==> config.mk <==
export PLATFORM = sky130hd
export DESIGN_NAME = secded_dec_pipe
export DESIGN_NICKNAME = d
export VERILOG_FILES = /design/src/rtl/secded_pkg.sv /design/src/rtl/secded_dec_core.sv /design/src/rtl/secded_dec_pipe.sv
export SDC_FILE = /design/constraint.sdc
export NUM_CORES = 1
export LEC_CHECK = 0
export CAP_MARGIN = 10
export CORE_AREA = 2 2 133 147
export CTS_CLUSTER_SIZE = 8
export DETAILED_ROUTE_END_ITERATION = 10
export DIE_AREA = 0 0 135 149
export GPL_TIMING_DRIVEN = 0
export PLACE_DENSITY = 0.69
export SETUP_SLACK_MARGIN = 0.4
export SLEW_MARGIN = 20
export SYNTH_ARGS = -nofsm -noshare
export SYNTH_HDL_FRONTEND = slang
export SYNTH_SLANG_ARGS = --single-unit
==> constraint.sdc <==
create_clock -name clk -period 2.13 [get_ports clk]
set_clock_uncertainty 0.1 [all_clocks]
set_input_delay 0.213 -clock clk [delete_from_list [all_inputs] [get_ports clk]]
set_output_delay 0.213 -clock clk [all_outputs]
set_load 0.05 [all_outputs]
==> src/rtl/secded_pkg.sv <==
// Shared sizing helpers and decode-result type for the pipelined SECDED decoder.
package secded_pkg;

    localparam int unsigned MaxDw = 512;
    localparam int unsigned MaxSw = 11;

    typedef struct packed {
        logic [MaxDw-1:0] data;
        logic             sec;
        logic             ded;
        logic [MaxSw-1:0] syn;
    } dec_res_t;

    // r + 1, where r is the smallest value with 2^r >= dw + r + 1
    function automatic int unsigned ecc_width(input int unsigned dw);
        int unsigned r;
        r = 1;
        for (int k = 0; k < 31; k++) begin
            if ((32'd1 << r) < dw + r + 1) r = r + 1;
        end
        return r + 1;
    endfunction

    // Hamming position of data bit i: the i-th non-power-of-two position (3, 5, 6, 7, 9, ...)
    function automatic int unsigned data_col(input int unsigned i);
        int unsigned pos;
        pos = i + 3;
        for (int unsigned j = 2; j < 31; j++) begin
            if ((32'd1 << j) <= pos) pos = pos + 1;
        end
        return pos;
    endfunction

endpackage

==> src/rtl/secded_dec_core.sv <==
// Combinational SECDED logic: syndrome/parity of an incoming codeword, and
// correction of a registered word from its stored syndrome and parity.
module secded_dec_core
    import secded_pkg::*;
#(
    parameter int unsigned DW = 32,
    localparam int unsigned EW = ecc_width(DW)
) (
    input  logic [DW+EW-1:0] code,
    output logic [EW-2:0]    code_syn,
    output logic             code_par,
    input  logic [DW-1:0]    raw,
    input  logic [EW-2:0]    syn,
    input  logic             par,
    output dec_res_t         res
);

    localparam logic [EW-2:0] SynOne = {{(EW-2){1'b0}}, 1'b1};

    int unsigned col;
    logic        hit;

    always_comb begin
        col      = 0;
        code_syn = code[DW+EW-2:DW];
        for (int unsigned i = 0; i < DW; i++) begin
            col = data_col(i);
            for (int unsigned j = 0; j < EW - 1; j++) begin
                if (col[j]) code_syn[j] = code_syn[j] ^ code[i];
            end
        end
        code_par = ^code;
    end

    always_comb begin
        res                = '0;
        res.data[DW-1:0]   = raw;
        res.syn[EW-2:0]    = syn;
        hit                = 1'b0;
        if (syn == '0) begin
            res.sec = par;
        end else if (!par) begin
            res.ded = 1'b1;
        end else begin
            for (int unsigned i = 0; i < DW; i++) begin
                if (data_col(i) == 32'(syn)) begin
                    res.data[i] = ~raw[i];
                    hit         = 1'b1;
                end
            end
            // A lone check-bit error points at a power-of-two position
            if ((syn & (syn - SynOne)) == '0) hit = 1'b1;
            res.sec = hit;
            res.ded = ~hit;
        end
    end

endmodule

==> src/rtl/secded_dec_pipe.sv <==
// Two-stage SECDED decoder with valid/ready flow control, per-word ECC bypass,
// saturating SEC/DED counters and a first-error log.
module secded_dec_pipe
    import secded_pkg::*;
#(
    parameter int unsigned DW = 32,
    parameter int unsigned TW = 8,
    parameter int unsigned CW = 16,
    localparam int unsigned EW = ecc_width(DW)
) (
    input  logic             clk,
    input  logic             rst_n,
    input  logic             in_valid,
    output logic             in_ready,
    input  logic [DW+EW-1:0] in_data,
    input  logic [TW-1:0]    in_tag,
    input  logic             in_ecc_en,
    output logic             out_valid,
    input  logic             out_ready,
    output logic [DW-1:0]    out_data,
    output logic [TW-1:0]    out_tag,
    output logic             out_sec,
    output logic             out_ded,
    output logic [CW-1:0]    sec_cnt,
    output logic [CW-1:0]    ded_cnt,
    output logic             log_valid,
    output logic             log_ded,
    output logic [TW-1:0]    log_tag,
    output logic [EW-2:0]    log_syn,
    input  logic             clr
);

    logic          s1_valid_q, s1_ecc_q, s1_par_q;
    logic [EW-2:0] s1_syn_q;
    logic [DW-1:0] s1_data_q;
    logic [TW-1:0] s1_tag_q;
    logic          s2_valid_q, s2_sec_q, s2_ded_q;
    logic [DW-1:0] s2_data_q;
    logic [TW-1:0] s2_tag_q;
    logic [EW-2:0] s2_syn_q;
    logic [CW-1:0] sec_cnt_d, sec_cnt_q, ded_cnt_d, ded_cnt_q;
    logic          log_valid_d, log_valid_q, log_ded_d, log_ded_q;
    logic [TW-1:0] log_tag_d, log_tag_q;
    logic [EW-2:0] log_syn_d, log_syn_q;
    logic [EW-2:0] in_syn;
    logic          in_par, s2_adv, in_hs, s1_hs, out_hs, unused_res_bits;
    dec_res_t      res;

    secded_dec_core #(.DW(DW)) u_core (
        .code     (in_data),
        .code_syn (in_syn),
        .code_par (in_par),
        .raw      (s1_data_q),
        .syn      (s1_syn_q),
        .par      (s1_par_q),
        .res      (res)
    );

    assign s2_adv          = ~s2_valid_q | out_ready;
    assign in_ready        = ~s1_valid_q | s2_adv;
    assign in_hs           = in_valid & in_ready;
    assign s1_hs           = s1_valid_q & s2_adv;
    assign out_hs          = s2_valid_q & out_ready;
    assign unused_res_bits = ^{res.data, res.syn};

    always_ff @(posedge clk or negedge rst_n) begin
        if (!rst_n) begin
            s1_valid_q <= 1'b0;
            s1_ecc_q   <= 1'b0;
            s1_par_q   <= 1'b0;
            s1_syn_q   <= '0;
            s1_data_q  <= '0;
            s1_tag_q   <= '0;
            s2_valid_q <= 1'b0;
            s2_sec_q   <= 1'b0;
            s2_ded_q   <= 1'b0;
            s2_data_q  <= '0;
            s2_tag_q   <= '0;
            s2_syn_q   <= '0;
        end else begin
            if (in_ready) s1_valid_q <= in_valid;
            if (in_hs) begin
                s1_data_q <= in_data[DW-1:0];
                s1_tag_q  <= in_tag;
                s1_ecc_q  <= in_ecc_en;
                s1_syn_q  <= in_syn;
                s1_par_q  <= in_par;
            end
            if (s2_adv) s2_valid_q <= s1_valid_q;
            if (s1_hs) begin
                s2_tag_q  <= s1_tag_q;
                s2_data_q <= s1_ecc_q ? res.data[DW-1:0] : s1_data_q;
                s2_sec_q  <= s1_ecc_q & res.sec;
                s2_ded_q  <= s1_ecc_q & res.ded;
                s2_syn_q  <= s1_ecc_q ? res.syn[EW-2:0] : '0;
            end
        end
    end

    // Accounting happens on the output handshake so a stalled word counts once
    always_comb begin
        sec_cnt_d   = sec_cnt_q;
        ded_cnt_d   = ded_cnt_q;
        log_valid_d = log_valid_q;
        log_ded_d   = log_ded_q;
        log_tag_d   = log_tag_q;
        log_syn_d   = log_syn_q;
        if (clr) begin
            sec_cnt_d   = '0;
            ded_cnt_d   = '0;
            log_valid_d = 1'b0;
            log_ded_d   = 1'b0;
            log_tag_d   = '0;
            log_syn_d   = '0;
        end else if (out_hs) begin
            if (s2_sec_q && sec_cnt_q != '1) sec_cnt_d = sec_cnt_q + 1'b1;
            if (s2_ded_q && ded_cnt_q != '1) ded_cnt_d = ded_cnt_q + 1'b1;
            if ((s2_sec_q || s2_ded_q) && (!log_valid_q || (s2_ded_q && !log_ded_q))) begin
                log_valid_d = 1'b1;
                log_ded_d   = s2_ded_q;
                log_tag_d   = s2_tag_q;
                log_syn_d   = s2_syn_q;
            end
        end
    end

    always_ff @(posedge clk or negedge rst_n) begin
        if (!rst_n) begin
            sec_cnt_q   <= '0;
            ded_cnt_q   <= '0;
            log_valid_q <= 1'b0;
            log_ded_q   <= 1'b0;
            log_tag_q   <= '0;
            log_syn_q   <= '0;
        end else begin
            sec_cnt_q   <= sec_cnt_d;
            ded_cnt_q   <= ded_cnt_d;
            log_valid_q <= log_valid_d;
            log_ded_q   <= log_ded_d;
            log_tag_q   <= log_tag_d;
            log_syn_q   <= log_syn_d;
        end
    end

    assign out_valid = s2_valid_q;
    assign out_data  = s2_data_q;
    assign out_tag   = s2_tag_q;
    assign out_sec   = s2_sec_q;
    assign out_ded   = s2_ded_q;
    assign sec_cnt   = sec_cnt_q;
    assign ded_cnt   = ded_cnt_q;
    assign log_valid = log_valid_q;
    assign log_ded   = log_ded_q;
    assign log_tag   = log_tag_q;
    assign log_syn   = log_syn_q;

endmodule

# Yosys cells after proc, flatten, opt, wreduce, memory -nomap -nowiden
# Cells that the tools add are included.
# op_classes
order_cmp,868
eq_ne,34
div,0
bitwise,133
n_reduce_logical,18
n_shift,0
multipliers,0
muxes,2758
add_sub_neg,871
# op_table
cell,count
2-to-1 mux 32 bit,2668
"adder 32 x 1 -> 32 bit, second input constant",868
equality test 32 x 6 -> 1 bit,31
"<= comparator 10 x 32 -> 1 bit, first input constant",31
"<= comparator 11 x 32 -> 1 bit, first input constant",31
"<= comparator 12 x 32 -> 1 bit, first input constant",31
"<= comparator 13 x 32 -> 1 bit, first input constant",31
"<= comparator 14 x 32 -> 1 bit, first input constant",31
"<= comparator 15 x 32 -> 1 bit, first input constant",31
"<= comparator 16 x 32 -> 1 bit, first input constant",31
"<= comparator 17 x 32 -> 1 bit, first input constant",31
"<= comparator 18 x 32 -> 1 bit, first input constant",31
"<= comparator 19 x 32 -> 1 bit, first input constant",31
"<= comparator 20 x 32 -> 1 bit, first input constant",31
"<= comparator 21 x 32 -> 1 bit, first input constant",31
"<= comparator 22 x 32 -> 1 bit, first input constant",31
"<= comparator 23 x 32 -> 1 bit, first input constant",31
"<= comparator 24 x 32 -> 1 bit, first input constant",31
"<= comparator 25 x 32 -> 1 bit, first input constant",31
"<= comparator 26 x 32 -> 1 bit, first input constant",31
"<= comparator 27 x 32 -> 1 bit, first input constant",31
"<= comparator 28 x 32 -> 1 bit, first input constant",31
"<= comparator 29 x 32 -> 1 bit, first input constant",31
"<= comparator 30 x 32 -> 1 bit, first input constant",31
28 further kinds,464
# word_totals
mem_count,0
mem_bits_rw,0
latch_bits,0
romBits,0
reg_bits,146
input_bits,53

# Logic depth before layout (Yosys ltp)
# Gate-level depths: netlist of the first run.
# logic_depth
ltp_word,153
mapped_depth,7

# Cells and area by module
# From an unflattened synthesis of the first run, not the netlist that was laid out.
# hier_totals
hier_cells,1191
area_unflattened_um2,11453.5
# modules_own_cells
module,area_per_inst_um2,cells_per_inst,n_inst
secded_dec_pipe,6441.2,548,1
secded_dec_core,5012.3,643,1

# Worst setup path before layout of the first run
# No wires, ideal clock.
# synth_path
path_kind,register -> register
start,reg s2_valid_q (netlist: out_valid)
end,reg s1_data_q[10]
t_required_ns,1.905
synth_period_minus_slack_ns,2.568
stages_incl_launch_ff,5
arrival_time_ns,2.343
n_path_buf,1
setup_ns,0.125
setup_slack_ns,-0.438
cell_sequence,dfrtp_1 nand3b_1 nand2_2 buf_1 mux2_2
# synth_between
elab_chain_cells,4
# synth_rtl
element,line,text
from (decl),secded_dec_pipe.sv:37,"logic s2_valid_q, s2_sec_q, s2_ded_q;"
from (signal assigned),secded_dec_pipe.sv:89,if (s2_adv) s2_valid_q <= s1_valid_q;
inverter 1 bit,secded_dec_pipe.sv:59,assign s2_adv = ~s2_valid_q | out_ready;
bitwise OR 1 bit,secded_dec_pipe.sv:59,
bitwise OR 1 bit,secded_dec_pipe.sv:60,assign in_ready = ~s1_valid_q | s2_adv;
via in_ready,secded_dec_pipe.sv:14,"output logic in_ready,"
AND 1 bit,secded_dec_pipe.sv:61,assign in_hs = in_valid & in_ready;
to (signal assigned),secded_dec_pipe.sv:83,s1_data_q <= in_data[DW-1:0];
to (decl),secded_dec_pipe.sv:35,logic [DW-1:0] s1_data_q;
# The timed path passes the listed nets, and every way through them passes these cells.
# A chain may end at the register's enable or synchronous reset.

# Final worst setup path of the first run
# layout_path
start,reg ded_cnt_q[0] (netlist: ded_cnt[0])
end,reg ded_cnt_q[15] (netlist: ded_cnt[15])
# layout_between
elab_chain_cells,4
# layout_rtl
element,line,text
from (decl),secded_dec_pipe.sv:41,"logic [CW-1:0] sec_cnt_d, sec_cnt_q, ded_cnt_d, ded_cnt_q;"
from (signal assigned),secded_dec_pipe.sv:137,ded_cnt_q <= ded_cnt_d;
adder 16 x 1 -> 16 bit / inequality test 16 bit (equally long branches),secded_dec_pipe.sv:117,if (s2_ded_q && ded_cnt_q != '1) ded_cnt_d = ded_cnt_q + 1'b1;
2-to-1 mux 16 bit / logical AND 1 bit (equally long branches),secded_dec_pipe.sv:117,
2-to-1 mux 16 bit / nonzero test 2 bit (equally long branches),--,
2-to-1 mux 16 bit / AND reduction 2 bit (equally long branches),--,
# Parallel ways exist; a longest one is shown, timed or not. The select of a mux whose other input is x is not followed.

==> run metrics, run 1 <==
vias in the first global route=5692; CP startpoint=ded_cnt[0]; cell with the most instances after synthesis=dfrtp_1; num rows=53; Overflow after GRT=0; Clk pwr share=30.0%; Yosys top cell by area=dfrtp_1; Psw=3.718 mW; proportion of synthesized area in mux cells=8.928%; flop2flop setup slack=0.07 ns; Core Area=18830 um^2; Comb pwr share=35.3%; fmax=0.4845 GHz; clk sinks=146; RR Endpoint=ded_cnt[15]; die area=20120 um^2; unrepaired setup endpoints after global routing=yes; Setup Viol. Count Final=0; status=complete, no violations; post-route cell area=10690 um^2; H-tree levels=4; sequential share of power=34.7%; Rel. slew slack=55.09%; Post-Syn Area=7330 um^2; largest net degree at the start of global routing=80; CTS Buffer Depth=2; EDFF count, synth=0; worst-path fanout max=7; drt via density=5.109; die width=135 um; Worst Path Required=2.37 ns; drt wl/cell=17.84 um; synth unique cells=53; Synth Flop Type=dfrtp_1; First-pass DRT Iterations=4; yosys warns=0; ANT nets after route=0; CP Class=reg2reg; simple-gate share of the synthesized area=15.33%; first-pass GRT wire length=31380 um; Post-synth ARST share=100.0%; Cell Area, Placed=9253 um^2; R2R cell count=7; n_diodes=0; gr usage total=20.37%; Synth Area in Adders=0.3414%; XOR/XNOR Fraction of Synth Area=17.10%; critical path endpoint category=register; Compound-Gate Fraction of Synth Area=6.214%; total power=10.25 mW; peak supply drop=0.0007308 V; setup TNS=0 ns; Hold WC Path Type=in2reg; Residual DRC=0; Net Count, Synth=739; period utilization=96.89%; post-layout util=56.78%; Ports=145; layout cell share with drive strength beyond 1=31.49%; Synth Area per Inst=10.72 um^2; synthesized flop and latch total=146; share of the synthesized area in the top cell type=49.85%; initial antenna violation count=0; Critical R2R Launch=ded_cnt[0]; Switching Fraction=36.28%; Initial Utilization=38.92%; main combinational cell family by area after synthesis=XOR/XNOR gates; Seq/Total Area, Yosys=49.85%; filler instances=1607; Reg clk slew, reported paths=0.06 ns; vias=5967; GPL Wtd Cong=0.8788; number of DRC violations after detailed-routing iteration 0=316; Mapped Cells=684; Leak=4.793 nW; CP Capture Point=ded_cnt[15]; max-cap viol count=0; actual slew at the worst max-slew pin=0.6737 ns; CP Data Arrival Time=2.31 ns; clk root buf=clkbuf_16; top cells by count, synth=146 x dfrtp_1, 104 x nand2_1, 73 x xnor2_1; clock buffer count from CTS=17; Final #Nets=963; hold depth=2; Die Height=149 um; area grow syn2layout=45.90%; Startpoint Class=register; Hold Fails Final Rpt=0; ranking of synthesized cells by area=dfrtp_1 50%, xnor2_1 8.7%, mux2_2 6.6%; min cycle time layout=2.064 ns; Slew Viols, Final=0; number of port buffers=144; Internal Power=6.530 mW; cell area power density=958.2 nW/um^2; Worst-Skew Late Latency=0.42 ns; DP HPWL=14240 um; WL final=20840 um; CTS tree=done; Hold Crit Start=in_data[9]
## kinds of logic (layout without fill, tap and decap cells)
logic type               Yosys count  count (layout)
flip-flops                       146             146
multiplexers                      60              60
AO/OA/AOI/OAI                     72              72
XOR/XNOR                         120             120
AND/OR/NAND/NOR                  245             245
buffers and inverters             39             276
adder cells (fa/ha/maj)            2               2
## what timing repair did
| action | 4_1_cts | 5_1_grt |
|---|---|---|
| hold endpoints to repair | 68 | 1 |
| buffers inserted | 13 | 44 |
| hold buffers | 2 | 1 |
| endpoints found under the setup margin | 175 | 142 |
| pin swaps | 25 | 45 |
| gates resized for setup | 191 | 132 |
## critical path: stages (launching register included)
cell and delay, ns:
dfrtp_2 0.43, ha_4 0.17, nand2_4 0.06, and3b_1 0.18
buf_6 0.12, a2111o_1 0.44, or3_1 0.35, a21oi_2 0.14
## state kept, by name, summed over array words and instances, names as in the netlist
| name | flops |
|---|---|
| out_data | 32 |
| s1_data_q | 32 |
| ded_cnt | 16 |
| sec_cnt | 16 |
| log_tag | 8 |
| out_tag | 8 |
| s1_tag_q | 8 |
| log_syn | 6 |
| s1_syn_q | 6 |
| s2_syn_q | 6 |
| log_ded | 1 |
| log_valid | 1 |
| out_ded | 1 |
| out_sec | 1 |
| out_valid | 1 |
| s1_ecc_q | 1 |
| s1_par_q | 1 |
| s1_valid_q | 1 |
## final cells by class
type	instances	area, um^2	area share [%]
inverter	5	18.77	0.1755
clock inverter	11	153.9	1.439
multi-input combinational	499	4053	37.90
buffer	34	234.0	2.188
timing repair buffer	205	1778	16.63
sequential	146	3697	34.57
clock buffer	21	450.4	4.212
tap	247	309.0	2.890
## metrics by stage
stage | hold slack [ns] | instances | setup WS (ns)
final | 0.01291 | 1168 | 0.06619
after global routing | 0.01269 | 1168 | -0.03000
after CTS | 0.1093 | 1123 | 0.03630
after detailed placement | 0.1031 | 1076 | -0.5002
after global placement | 0.3418 | 1075 | -5.705
after floorplan | -0.1826 | 684 | -0.03924
## power by group through the flow
stage	clock network (mW)	registers [mW]	logic, mW
floorplan	0	4.31	1.42
global placement	0	3.58	3.25
detailed placement	0	3.59	3.28
CTS	3.11	3.55	3.33
global route	3.24	3.62	3.84
finish	3.08	3.56	3.61
## worst min-delay path by stage
stage                          to  slack, ns
floorplan              ded_cnt[0]      -0.18
detailed placement    ded_cnt[12]       0.10
finish               s1_data_q[9]       0.01
global placement       out_tag[3]       0.34
CTS                 s1_data_q[11]       0.11
global route        s1_data_q[11]       0.01
## metal layers
layer  part of all wire (%)  up-vias  routed length [um]  global-route usage, %
li1                       -     2785                   -                      -
met1                     41     2965                8637                  25.54
met2                     52      180               10740                  35.51
met3                    4.1       37                 852                  3.262
met4                    2.9        0                 603                  7.552
met5                      0        -                   0                      0
## cell usage in the layout (no fill, tap or decap), drive strengths merged, types with 37 or more instances in the layout
master       synthesis  layout
clkbuf              27      52
nand3               37      37
buf                  6      78
nor2                56      56
xnor2               73      73
mux2                43      43
nand2              105     105
dlygate4sd2          0      93
o21ai               40      40
dfrtp              146     146
No activity file was read; power rests on OpenSTA's default activity.
==> inputs of run 2 (changes only) <==
--- a/config.mk
+++ b/config.mk
@@ -5,7 +5,7 @@
 export SDC_FILE = /design/constraint.sdc
 export NUM_CORES = 1
 export LEC_CHECK = 0
-export CAP_MARGIN = 10
+export CAP_MARGIN = 20
 export CORE_AREA = 2 2 133 147
 export CTS_CLUSTER_SIZE = 8
 export DETAILED_ROUTE_END_ITERATION = 10
==> results of run 2 <==
The final DEF is identical to that of run 1; final timing and power are the same.
==> inputs of run 3 (changes only) <==
--- a/config.mk
+++ b/config.mk
@@ -13,6 +13,7 @@
 export GPL_TIMING_DRIVEN = 0
 export PLACE_DENSITY = 0.69
 export SETUP_SLACK_MARGIN = 0.4
+export SKIP_CTS_REPAIR_TIMING = 1
 export SLEW_MARGIN = 20
 export SYNTH_ARGS = -nofsm -noshare
 export SYNTH_HDL_FRONTEND = slang
==> run 3 against run 2 <==
Net effect: the run now ends with setup timing left; critical path depth stayed put; largest power group unchanged; die area did not move; wire length down 2.3%; sequential cell count is the same; utilization increased by 0.50 points; critical path type unchanged; total power rose by 1.2%; via count fell by 2.1%; sequential share of layout area down 0.33 points.
==> run metrics, run 3 (same netlist as run 1, synthesis figures left out) <==
status=complete, but fails checks; violated checks=setup timing; vias in the first global route=5563 (-2.3%); period utilization=101.8% (+4.9 points); num rows=53 (unchanged); clk root buf=clkbuf_16; CP max stage delay=0.49 ns (+0.05 ns); vias=5841 (-2.1%); DP HPWL=14240 um (unchanged); Storage cell area=3695 um^2 (about the same); Reg clk slew, reported paths=0.06 ns (about the same); Rel. slew slack=55.08% (about the same); peak supply drop=0.0006757 V (-7.5%); filler instances=1592 (-0.93%); Hold WC Path Type=in2reg; Setup Viol. Count Final=1 (+1); n_diodes=0 (unchanged); hold depth=2 (unchanged); setup TNS=-0.03917 ns (-0.03917 ns); max-cap viol count=0 (unchanged); Leak=5.923 nW (+24%); Overflow after GRT=0 (unchanged); actual slew at the worst max-slew pin=0.6738 ns (+0.00009668 ns); die width=135 um (unchanged); commonest non-fill, non-tap cell in the layout=dlymetal6s2s_1; sequential share of power=34.3% (-0.4 points); layout cell share with drive strength beyond 1=27.01% (-4.5 points); met2 usage=34.06% (-1.4 points); Slowest-stage cell, CP=a2111o_1; H-tree levels=4 (unchanged); RR Endpoint=ded_cnt[13]; fmax=0.4610 GHz (-4.9%); Placed Instances=1076 (unchanged); Clk pwr share=29.7% (-0.3 points); Hold Fails Final Rpt=0 (unchanged); gr usage total=19.81% (-0.56 points); WP buf/inv=1 (unchanged); area of the multi-input gates=3926 um^2 (-3.1%); drt wl/cell=17.80 um (-0.21%); Startpoint Class=register; worst-path fanout max=7 (unchanged); initial antenna violation count=0 (unchanged); leading cell types in the layout, fill and taps excluded=118 x dlymetal6s2s_1, 113 x dfrtp_1, 99 x nand2_1; largest net degree at the start of global routing=80 (unchanged); CP Data Arrival Time=2.41 ns (+0.10 ns); Final #Nets=938 (-2.6%); Slew Viols, Final=0 (unchanged); Worst-Skew Late Latency=0.42 ns (about the same); Hold Crit Start=in_data[13]; CTS Buffer Depth=2 (unchanged); Die Height=149 um (unchanged); area grow syn2layout=47.20%; number of port buffers=144 (unchanged); CTS tree=done; Worst Slack Setup Final=-0.03917 ns (-0.1054 ns); final std cells w/o fill=1143 (-2.1%); Ports=145 (unchanged); first-pass GRT wire length=30590 um (-2.5%); Hold Slack=0.01259 ns (-0.0003113 ns); critical path endpoint category=register; Place WS=-0.5002 ns (unchanged); unrepaired setup endpoints after global routing=yes; GPL Wtd Cong=0.8788 (unchanged); Hold EP=s1_data_q[13]; Comb pwr share=36.0% (+0.7 points); CP cell instances=ha_4, nand2_4, and3b_1, buf_6, a2111o_1, or3_1, a21oi_2; number of DRC violations after detailed-routing iteration 0=409 (+29%); die area=20120 um^2 (unchanged); Residual DRC=0 (unchanged); clk sinks=146 (unchanged); Most Crowded Layer GR=met2; Core Area=18830 um^2 (unchanged); WL final=20350 um (-2.3%); Switching Fraction=35.74% (-0.54 points); First-pass DRT Iterations=4 (unchanged); Psw=3.707 mW (-0.27%); ANT nets after route=0 (unchanged); Initial Utilization=38.92% (unchanged); R2R cell count=7 (unchanged); flop2flop setup slack=-0.04 ns (-0.11 ns); M1 GR Usage=25.20% (-0.34 points); Worst Path Required=2.38 ns (about the same); Crit path max-delay family=simple AND/OR/NAND/NOR gates; min cycle time layout=2.169 ns (+0.1054 ns); Internal Power=6.667 mW (+2.1%); cell area power density=961.6 nW/um^2 (+0.35%); clock buffer count from CTS=17 (unchanged); Critical R2R Launch=ded_cnt[0]; CP Class=reg2reg; drt via density=5.110 (about the same); met3 Use GR=3.228% (-0.034 points)
==> run 3: cell type report <==
| cell class | count | area share [%] |
|---|---|---|
| timing repair buffer | 180 | 18.66 |
| buffer | 34 | 2.064 |
| clock buffer | 21 | 4.175 |
| multi-input combinational | 499 | 36.39 |
| tap | 247 | 2.864 |
| inverter | 5 | 0.1740 |
| clock inverter | 11 | 1.426 |
| sequential | 146 | 34.25 |
==> run 3: worst max-delay path by stage <==
stage | from | endpoint | slack [ns] | cells past startpoint
after detailed placement | in_data[11] | s1_par_q | -0.50 | 6
after global routing | ded_cnt[0] | ded_cnt[13] | -0.13 | 7
after global placement | rst_n | out_ded | -5.71 | 1
final | ded_cnt[0] | ded_cnt[13] | -0.04 | 7
after floorplan | ded_cnt[0] | ded_cnt[11] | -0.04 | 7
after CTS | out_valid | in_ready | -0.09 | 2
==> run 3: layer usage <==
layer  vias up  share of wire, %
met1      2884                41
met5         -                 0
met3        31               4.8
li1       2737                 -
met2       189                51
met4         0               2.7
==> run 3: metrics by stage <==
stage | total power [mW] | utilization, % | cell area, um^2
2_1_floorplan | 5.731 | - | 7470
3_3_place_gp | 6.834 | 48.96 | 9220
3_5_place_dp | 6.878 | 49.13 | 9253
4_1_cts | 9.956 | 52.34 | 9857
5_1_grt | 10.82 | 57.29 | 10790
6_report | 10.37 | 57.29 | 10790
==> run 3: power by group through the flow <==
stage	logic (mW)	clock network (mW)	registers, mW
finish	3.74	3.08	3.56
global route	3.97	3.24	3.61
CTS	3.30	3.11	3.55
floorplan	1.42	0	4.31
detailed placement	3.28	0	3.59
global placement	3.25	0	3.58
